--- src/rtl/timer_pkg.sv ---
// timer_pkg: shared types and elaboration helpers for the ladder-timer scheduler.
//   sched_state_t : sweep sequencer states
//   DEF_CNT_W     : default accumulator/preset width
//   DEF_TICK_HZ   : default tick rate (1 ms tick)
//   calc_div()    : system clocks per tick
//   idx_w()       : width of a channel index, never below one bit
package timer_pkg;

  typedef enum logic [0:0] {
    IDLE  = 1'b0,
    SWEEP = 1'b1
  } sched_state_t;

  localparam int DEF_CNT_W   = 32;
  localparam int DEF_TICK_HZ = 1000;

  function automatic int calc_div(input int clk_hz, input int tick_hz);
    return clk_hz / tick_hz;
  endfunction

  function automatic int idx_w(input int n);
    return (n > 1) ? $clog2(n) : 1;
  endfunction

endpackage

--- src/rtl/tick_prescaler.sv ---
// tick_prescaler: divides the system clock down to the timer tick.
//   clk  : system clock
//   rst  : asynchronous active-low reset
//   tick : registered one-cycle pulse, high in the cycle the count wraps to 0
module tick_prescaler
  import timer_pkg::*;
#(
  parameter int CLK_HZ  = 50_000_000,
  parameter int TICK_HZ = DEF_TICK_HZ
) (
  input  logic clk,
  input  logic rst,
  output logic tick
);

  localparam int DIV = calc_div(CLK_HZ, TICK_HZ);
  localparam int PW  = (DIV > 1) ? $clog2(DIV) : 1;
  localparam logic [PW-1:0] LAST = PW'(DIV - 1);

  logic [PW-1:0] count_r;

  // Free-running 0..DIV-1 counter; the tick flop fires together with the wrap.
  always_ff @(posedge clk or negedge rst) begin
    if (!rst) begin
      count_r <= '0;
      tick    <= 1'b0;
    end else if (count_r == LAST) begin
      count_r <= '0;
      tick    <= 1'b1;
    end else begin
      count_r <= count_r + PW'(1'b1);
      tick    <= 1'b0;
    end
  end

endmodule

--- src/rtl/timer_scheduler.sv ---
// timer_scheduler: bank of N on-delay timers served by one shared
// incrementer/comparator, swept one channel per cycle after every tick.
//   clk, rst  : system clock, asynchronous active-low reset
//   enable    : per-channel run request; low clears acc and done at once
//   cfg_we    : preset write strobe
//   cfg_addr  : channel to write (out-of-range addresses are ignored)
//   cfg_data  : preset value in ticks
//   done      : registered per-channel elapsed flags
//   tick      : registered one-cycle tick pulse
//   busy      : high while a sweep is running (N_TIMERS cycles per tick)
//   overrun   : sticky, a tick landed while a sweep was still running
// DIV_CHECK=0 lets a bench elaborate an undersized divider on purpose.
module timer_scheduler
  import timer_pkg::*;
#(
  parameter int CLK_HZ    = 50_000_000,
  parameter int TICK_HZ   = DEF_TICK_HZ,
  parameter int N_TIMERS  = 16,
  parameter int CNT_W     = DEF_CNT_W,
  parameter bit DIV_CHECK = 1'b1
) (
  input  logic                       clk,
  input  logic                       rst,
  input  logic [N_TIMERS-1:0]        enable,
  input  logic                       cfg_we,
  input  logic [idx_w(N_TIMERS)-1:0] cfg_addr,
  input  logic [CNT_W-1:0]           cfg_data,
  output logic [N_TIMERS-1:0]        done,
  output logic                       tick,
  output logic                       busy,
  output logic                       overrun
);

  localparam int DIV = calc_div(CLK_HZ, TICK_HZ);
  localparam int AW  = idx_w(N_TIMERS);
  localparam logic [AW-1:0] LAST_IDX = AW'(N_TIMERS - 1);

  // A sweep must finish before the next tick or ticks get dropped.
  if (DIV_CHECK && (DIV <= N_TIMERS + 1)) begin : g_div_check
    $error("timer_scheduler: CLK_HZ/TICK_HZ must exceed N_TIMERS+1");
  end

  sched_state_t     state_r;
  logic [AW-1:0]    idx_r;
  logic [CNT_W-1:0] acc_r    [N_TIMERS];
  logic [CNT_W-1:0] preset_r [N_TIMERS];
  logic [CNT_W-1:0] acc_sel_s;
  logic [CNT_W-1:0] preset_sel_s;
  logic [CNT_W-1:0] acc_inc_s;
  logic             sat_s;
  logic             reach_s;
  logic             cfg_hit_s;

  tick_prescaler #(
    .CLK_HZ  (CLK_HZ),
    .TICK_HZ (TICK_HZ)
  ) u_prescaler (
    .clk  (clk),
    .rst  (rst),
    .tick (tick)
  );

  // Shared datapath for the channel under the sweep pointer. acc never
  // exceeds preset, so the increment cannot wrap.
  always_comb begin
    acc_sel_s    = acc_r[idx_r];
    preset_sel_s = preset_r[idx_r];
    acc_inc_s    = acc_sel_s + CNT_W'(1'b1);
    sat_s        = (acc_sel_s >= preset_sel_s);
    reach_s      = (acc_inc_s >= preset_sel_s);
  end

  assign cfg_hit_s = cfg_we && (int'(cfg_addr) < N_TIMERS);

  // Sweep sequencer: start on tick, walk every channel, flag ticks that arrive mid-sweep.
  always_ff @(posedge clk or negedge rst) begin
    if (!rst) begin
      state_r <= IDLE;
      idx_r   <= '0;
      busy    <= 1'b0;
      overrun <= 1'b0;
    end else begin
      case (state_r)
        IDLE: begin
          if (tick) begin
            state_r <= SWEEP;
            idx_r   <= '0;
            busy    <= 1'b1;
          end
        end
        SWEEP: begin
          // The colliding tick is simply not acted on; the sweep carries on.
          if (tick) begin
            overrun <= 1'b1;
          end
          if (idx_r == LAST_IDX) begin
            state_r <= IDLE;
            idx_r   <= '0;
            busy    <= 1'b0;
          end else begin
            idx_r <= idx_r + AW'(1'b1);
          end
        end
        default: begin
          state_r <= IDLE;
          idx_r   <= '0;
          busy    <= 1'b0;
        end
      endcase
    end
  end

  // Channel state: disable clears in parallel, the swept channel takes the
  // shared result, and preset writes land after the sweep has read the old value.
  always_ff @(posedge clk or negedge rst) begin
    if (!rst) begin
      for (int i = 0; i < N_TIMERS; i++) begin
        acc_r[i]    <= '0;
        preset_r[i] <= '1;
        done[i]     <= 1'b0;
      end
    end else begin
      for (int i = 0; i < N_TIMERS; i++) begin
        if (!enable[i]) begin
          acc_r[i] <= '0;
          done[i]  <= 1'b0;
        end else if ((state_r == SWEEP) && (int'(idx_r) == i)) begin
          if (sat_s) begin
            done[i] <= 1'b1;
          end else begin
            acc_r[i] <= acc_inc_s;
            // done only falls through disable, even if the preset was raised
            done[i]  <= done[i] | reach_s;
          end
        end
        if (cfg_hit_s && (int'(cfg_addr) == i)) begin
          preset_r[i] <= cfg_data;
        end
      end
    end
  end

endmodule

--- config.mk ---
export PLATFORM = sky130hd
export DESIGN_NAME = timer_scheduler
export DESIGN_NICKNAME = d
export VERILOG_FILES = /design/src/rtl/timer_pkg.sv /design/src/rtl/tick_prescaler.sv /design/src/rtl/timer_scheduler.sv
export SDC_FILE = /design/constraint.sdc
export NUM_CORES = 2
export LEC_CHECK = 0
export ABC_AREA = 0
export BUFFER_PORTS_ARGS = -buffer_cell sky130_fd_sc_hd__buf_2
export CAP_MARGIN = 10
export CORE_MARGIN = 2
export CORE_UTILIZATION = 55
export DETAILED_ROUTE_END_ITERATION = 12
export PLACE_DENSITY = 0.71
export SYNTH_ARGS = -nofsm -noshare
export SYNTH_HDL_FRONTEND = slang
export SYNTH_SLANG_ARGS = --single-unit
export TNS_END_PERCENT = 1
--- constraint.sdc ---
create_clock -name clk -period 5.88 [get_ports clk]
set_input_delay 0.588 -clock clk [delete_from_list [all_inputs] [get_ports clk]]
set_output_delay 0.588 -clock clk [all_outputs]
set_load 0.01 [all_outputs]
* Yosys cells after proc, flatten, opt, wreduce, memory -nomap -nowiden *
Index checks and enable logic that the tools add are counted.

cells by class
  $add $sub $neg = 3
  magnitude comparators = 3
  equality and inequality tests = 66
  mux-type cells = 98
  bitwise logic cells = 18
  reduce and logical (&&, ||, !) cells = 52

operators by type and width
  cell                     number
  $mux W32                 37
  $bmux W32 S4             2
  $eq A4 B4 Y1 const B     17
  $ge A32 B32 Y1           2
  $mux W1                  53
  $ne A2 B1 Y1 const B     18
  $reduce_and A2 Y1        18
  $add A32 B1 Y32 const B  1
  $eq A4 B3 Y1 const B     8
  $logic_and A1 B1 Y1      32
  $ne A2 B2 Y1 const B     16
  $add A16 B1 Y16 const B  1
  $eq A16 B16 Y1 const B   1
  $eq A4 B2 Y1 const B     4
  $mux W16                 1
  $or A1 B1 Y1             16
  $eq A4 B1 Y1 const B     2
  $logic_not A4 Y1         2
  $mux W4                  2
  $pmux W4 S2              1
  $ge A5 B5 Y1 const B     1
  $not A4 Y5               1
  $add A4 B1 Y4 const B    1
  $pmux W1 S2              2
  $not A1 Y1               1

storage, ports and cells
  register bits = 1064
  input bits = 55
  output and inout bits = 19

* Depth between registers and ports, before layout *
  depth after elaboration = 10
  gate-level depth with buffers = 25

* Modules after synthesis *
From an unflattened synthesis, not the netlist that was laid out.

unflattened totals
  cell total of the unflattened synthesis = 3831
  area, all modules = 51573.2 um^2

modules (own cells, without submodules)
  module           instances  cells an instance  area each (um^2)
  timer_scheduler  1          3763               50786.2
  tick_prescaler   1          68                 787.0

* Least setup slack after synthesis *
No wires, ideal clock.

  path type = register to register
  start point = reg idx_r[1]
  end point = reg done[0]
  setup time = 130 ps
  arrival time = 5304 ps
  required time = 5750 ps
  path slack = 446 ps
  stages on the path, launching flop included = 26
  buffers on the path = 7
  path through = dfrtp_1 > buf_2 > buf_4 > buf_2 > mux4_2 > a22oi_1 > nand2_1 > clkbuf_1 > clkbuf_1 > ha_1 > nand4_1 > nor4_4 > nand3_1 > xor2_2 > buf_2 > inv_1 > ha_1 > a21o_1 > a21o_1 > a211o_1 > a21oi_1 > o311ai_0 > a311o_1 > a21oi_1 > clkbuf_1 > o21ai_0

between the ends
  word-level cells in the longest chain between the ends = 10
  elaborated cells on any way between the ends = 17
  classes of those cells = add/sub: 1; order compare: 2; eq/ne: 1; mux: 9; bitwise: 2; reduce/logical: 2

ends and longest elaborated chain
  item                                          RTL line                                      RTL
  from (decl)                                   timer_scheduler.sv:44                         logic [AW-1:0] idx_r;
  from (signal assigned)                        timer_scheduler.sv:101                        idx_r <= idx_r + AW'(1'b1);
  $not A4 Y5 (not written as such)              timer_scheduler.sv:66, timer_scheduler.sv:67
  $bmux W32 S4                                  timer_scheduler.sv:66                         acc_sel_s = acc_r[idx_r];
  $mux W32 (not written as such) (2 in series)  timer_scheduler.sv:66
  $add A32 B1 Y32                               timer_scheduler.sv:68                         acc_inc_s = acc_sel_s + CNT_W'(1'b1);
  $ge A32 B32 Y1                                timer_scheduler.sv:70                         reach_s = (acc_inc_s >= preset_sel_s);
  $or A1 B1 Y1                                  timer_scheduler.sv:133                        done[i] <= done[i] | reach_s;
  $mux W1                                       timer_scheduler.sv:128                        if (sat_s) begin
  $mux W1                                       timer_scheduler.sv:127                        end else if ((state_r == SWEEP) && (int'(idx_r) == i)) begin
  $mux W1                                       timer_scheduler.sv:124                        if (!enable[i]) begin
  to (signal, indexed assignment)               timer_scheduler.sv:133
  to (decl)                                     timer_scheduler.sv:28                         output logic [N_TIMERS-1:0] done,

Parallel ways exist; a longest one is shown, timed or not. The select of a mux whose other input is x is not followed.
A chain may end at the register's enable or synchronous reset.

* Final worst setup path *
  start point = reg idx_r[2]
  end point = reg done[7]

The elaborated chain is that of the path after synthesis.

==> impl_metrics.env <==
export IMPL_overflow=0
export IMPL_synth_most_common_cell="dfrtp_1"
export IMPL_synthArstFlopShare=1.000
export IMPL_dpl_worst_slack_ps=361.7
export IMPL_critPathKind="reg -> reg"
export IMPL_clock_sinks=1064
export IMPL_core_area_um2=89740
export IMPL_synth_net_count=3931
export IMPL_ys_types=63
export IMPL_cp_required_ps=6430
export IMPL_fillCellCount=6832
export IMPL_hold_ws_ps=140.4
export IMPL_post_drt_wl_per_cell_um=26.42
export IMPL_tritoncts="done"
export IMPL_dominantRegCellSynth="dfrtp_1"
export IMPL_antenna_left=0
export IMPL_first_pass_iters=5
export IMPL_min_from="enable[14]"
export IMPL_slew_headroom=0.2100
export IMPL_wl_mm=134.0
export IMPL_clockBufferDepth=3
export IMPL_leakagePower_nw=22.78
export IMPL_rsz0062_at_grt="no"
export IMPL_max_freq_mhz=177.9
export IMPL_ys_seq_area_frac=0.5486
export IMPL_syn_cell_area_um2=49700
export IMPL_final_hold_viol_count=0
export IMPL_end_kind="flip-flop"
export IMPL_cts_resized=0
export IMPL_grt_util_all_layers=0.2936
export IMPL_start_kind="flip-flop"
export IMPL_portBuffers=73
export IMPL_synthTopCellsByCount="552 x dfrtp_1, 539 x nand2_1, 513 x mux2_2, 512 x dfstp_2, 457 x o21ai_0"
export IMPL_die_y_um=304.6
export IMPL_routabilityCongestion=0.8503
export IMPL_synth_edf_count=0
export IMPL_clk_insertion_delay_late_ps=700
export IMPL_cts_root_buf="clkbuf_16"
export IMPL_slew_violations=0
export IMPL_nets=3928
export IMPL_max_vdd_ir_drop_uv=302.0
export IMPL_vias=32350
export IMPL_h_tree_depth=3
export IMPL_tightest_slew_ps=1185
export IMPL_tns_ps=0
export IMPL_antenna_found_initial=7
export IMPL_crit_path_start="idx_r[2]$_DFFE_PN0P_"
export IMPL_avgSynthCellArea_um2=13.06
export IMPL_cap_viol_max_count=0
export IMPL_drt_iter0_markers=2994
export IMPL_ys_warn_count=0
export IMPL_crit_chain="nor2b_4, buf_4, buf_4, a22oi_1, nand2_1, nand4_1, nor2_1, nand4_1, xor2_2, inv_1, ha_1, a21o_1, a21o_1, a211o_1, a21oi_1, o311ai_0, a311o_1, a21oi_1, buf_4, o31ai_1"
export IMPL_finalSetupViolCount=0
export IMPL_clkTransAtPathRegs_ps=60
export IMPL_crit_fanout=14
export IMPL_fin_crit_sh=0.9562
export IMPL_cts_hold_buf=1
export IMPL_row_count=110
export IMPL_cts_buffers=107
export IMPL_status="complete, no violations"
export IMPL_dpl_cell_area_um2=51530
export IMPL_dieArea_um2=92780
export IMPL_synthTopCellsByArea="dfrtp_1 28%, dfstp_2 27%, mux4_2 12%, mux2_2 12%, o21ai_0 4.6%"
export IMPL_dieWidth_um=304.6
export IMPL_pin_count=74
export IMPL_grt_start_max_net_pins=165
export IMPL_fin_crit_ps=5622
export IMPL_yosysTopAreaCellShare=0.2779
export IMPL_cts_setup_buffers=0
export IMPL_p_total_mw=18.07
export IMPL_initial_core_util=0.5538
export IMPL_r2r_start="idx_r[2]$_DFFE_PN0P_"
export IMPL_crit_path_frequent_cell="buf_4"
export IMPL_critPathMaxStageDelay_ps=610
export IMPL_fin_worst_skew_ps=31.44
export IMPL_drc=0
export IMPL_slowest_stage="dfrtp_2"
export IMPL_dp_hpwl_mm=76.86
export IMPL_grt_pass1_vias=33720
export IMPL_hp_class="in -> reg"
export IMPL_power_per_cell_area_nw_per_um2=327.2
export IMPL_final_area_um2=55220
export IMPL_drive_above_1_share=0.4490
export IMPL_routed_via_density=6.377
export IMPL_netlist_instances=3806
export IMPL_fin_ws_ps=257.7
export IMPL_grt_pass1_wl_mm=207.8
export IMPL_synth_top_area_cell="dfrtp_1"
export IMPL_area_delta_synth_final_pct=11.11
export IMPL_crit_arrival_ps=6170
export IMPL_synth_seq_cells=1064
## registers in the layout, indices dropped and copies added, names as in the netlist
signal               flops
u_prescaler.tick         1
done                    16
u_prescaler.count_r     16
overrun                  1
preset_r               512
state_r                  1
acc_r                  512
idx_r                    4
busy                     1
## cell type report
type	count	area, um2	area share
clock inverter	40	496.7	0.008996
clock buffer	159	3176	0.05751
inverter	77	289.0	0.005234
multi-input combinational	2355	20910	0.3786
timing repair buffer	198	1592	0.02882
antenna	3	7.507	0.0001360
tap	1176	1471	0.02665
sequential	1064	27280	0.4940
## metal layers
metal	up-vias	global-route usage	wire length, um
met1	16910	0.4035	54390
li1	13690	-	-
met2	1412	0.4641	63130
met3	324	0.06801	11650
met5	-	0	58
met4	10	0.1000	4756
## where the power goes
part	total (mW)	switching (mW)	internal, mW
logic	1.84	0.810	1.03
registers	9.13	0.400	8.73
clock network	7.10	2.92	4.17
## through the flow
| step | util | cells |
|---|---|---|
| 2_1_floorplan | - | 3806 |
| 3_3_place_gp | 0.5742 | 4869 |
| 3_5_place_dp | 0.5742 | 4869 |
| 4_1_cts | 0.6153 | 5069 |
| 5_1_grt | 0.6153 | 5071 |
| 6_report | 0.6153 | 5072 |
## cells in the final DEF (no fill, tap or decap), types with 72 or more instances in the layout
master,count
buf_2,72
o21ai_0,457
mux4_2,273
nand2_1,538
dfrtp_1,548
clkbuf_16,109
mux2_2,513
inv_1,76
dfstp_2,512
buf_4,102
## final timing paths
| kind | to | slack [ps] | depth (start not counted) |
|---|---|---|---|
| max | done[7]$_DFFE_PN0P_ | 260 | 20 |
| min | done[14]$_DFFE_PN0P_ | 140 | 3 |
| max reg2reg | done[7]$_DFFE_PN0P_ | 260 | 20 |
| min reg2reg | overrun$_DFFE_PN0P_ | 450 | 1 |
| max in group asynchronous | acc_r[335]$_DFFE_PN0P_ | 3830 | 4 |
| min in group asynchronous | acc_r[156]$_DFFE_PN0P_ | 590 | 2 |
## worst max-delay path: cells and delay by family, from the launching register on
| kind | cells | cell delay (ps) |
|---|---|---|
| buffers and inverters | 4 | 940 |
| adders and majority gates | 1 | 290 |
| and+or+nand+nor | 5 | 1600 |
| AOI/OAI and AO/OA | 9 | 1810 |
| DFF | 1 | 610 |
| xor gates and xnor gates | 1 | 200 |
## kinds of logic after synthesis
| family | Yosys count | share of synthesized area |
|---|---|---|
| xor gates and xnor gates | 43 | 0.009844 |
| and+or+nand+nor | 731 | 0.06221 |
| muxes | 808 | 0.2500 |
| buffers and inverters | 387 | 0.03396 |
| DFF | 1064 | 0.5486 |
| AOI/OAI and AO/OA | 703 | 0.07772 |
| adders and majority gates | 70 | 0.01762 |
No activity file was read; power rests on OpenSTA's default activity.
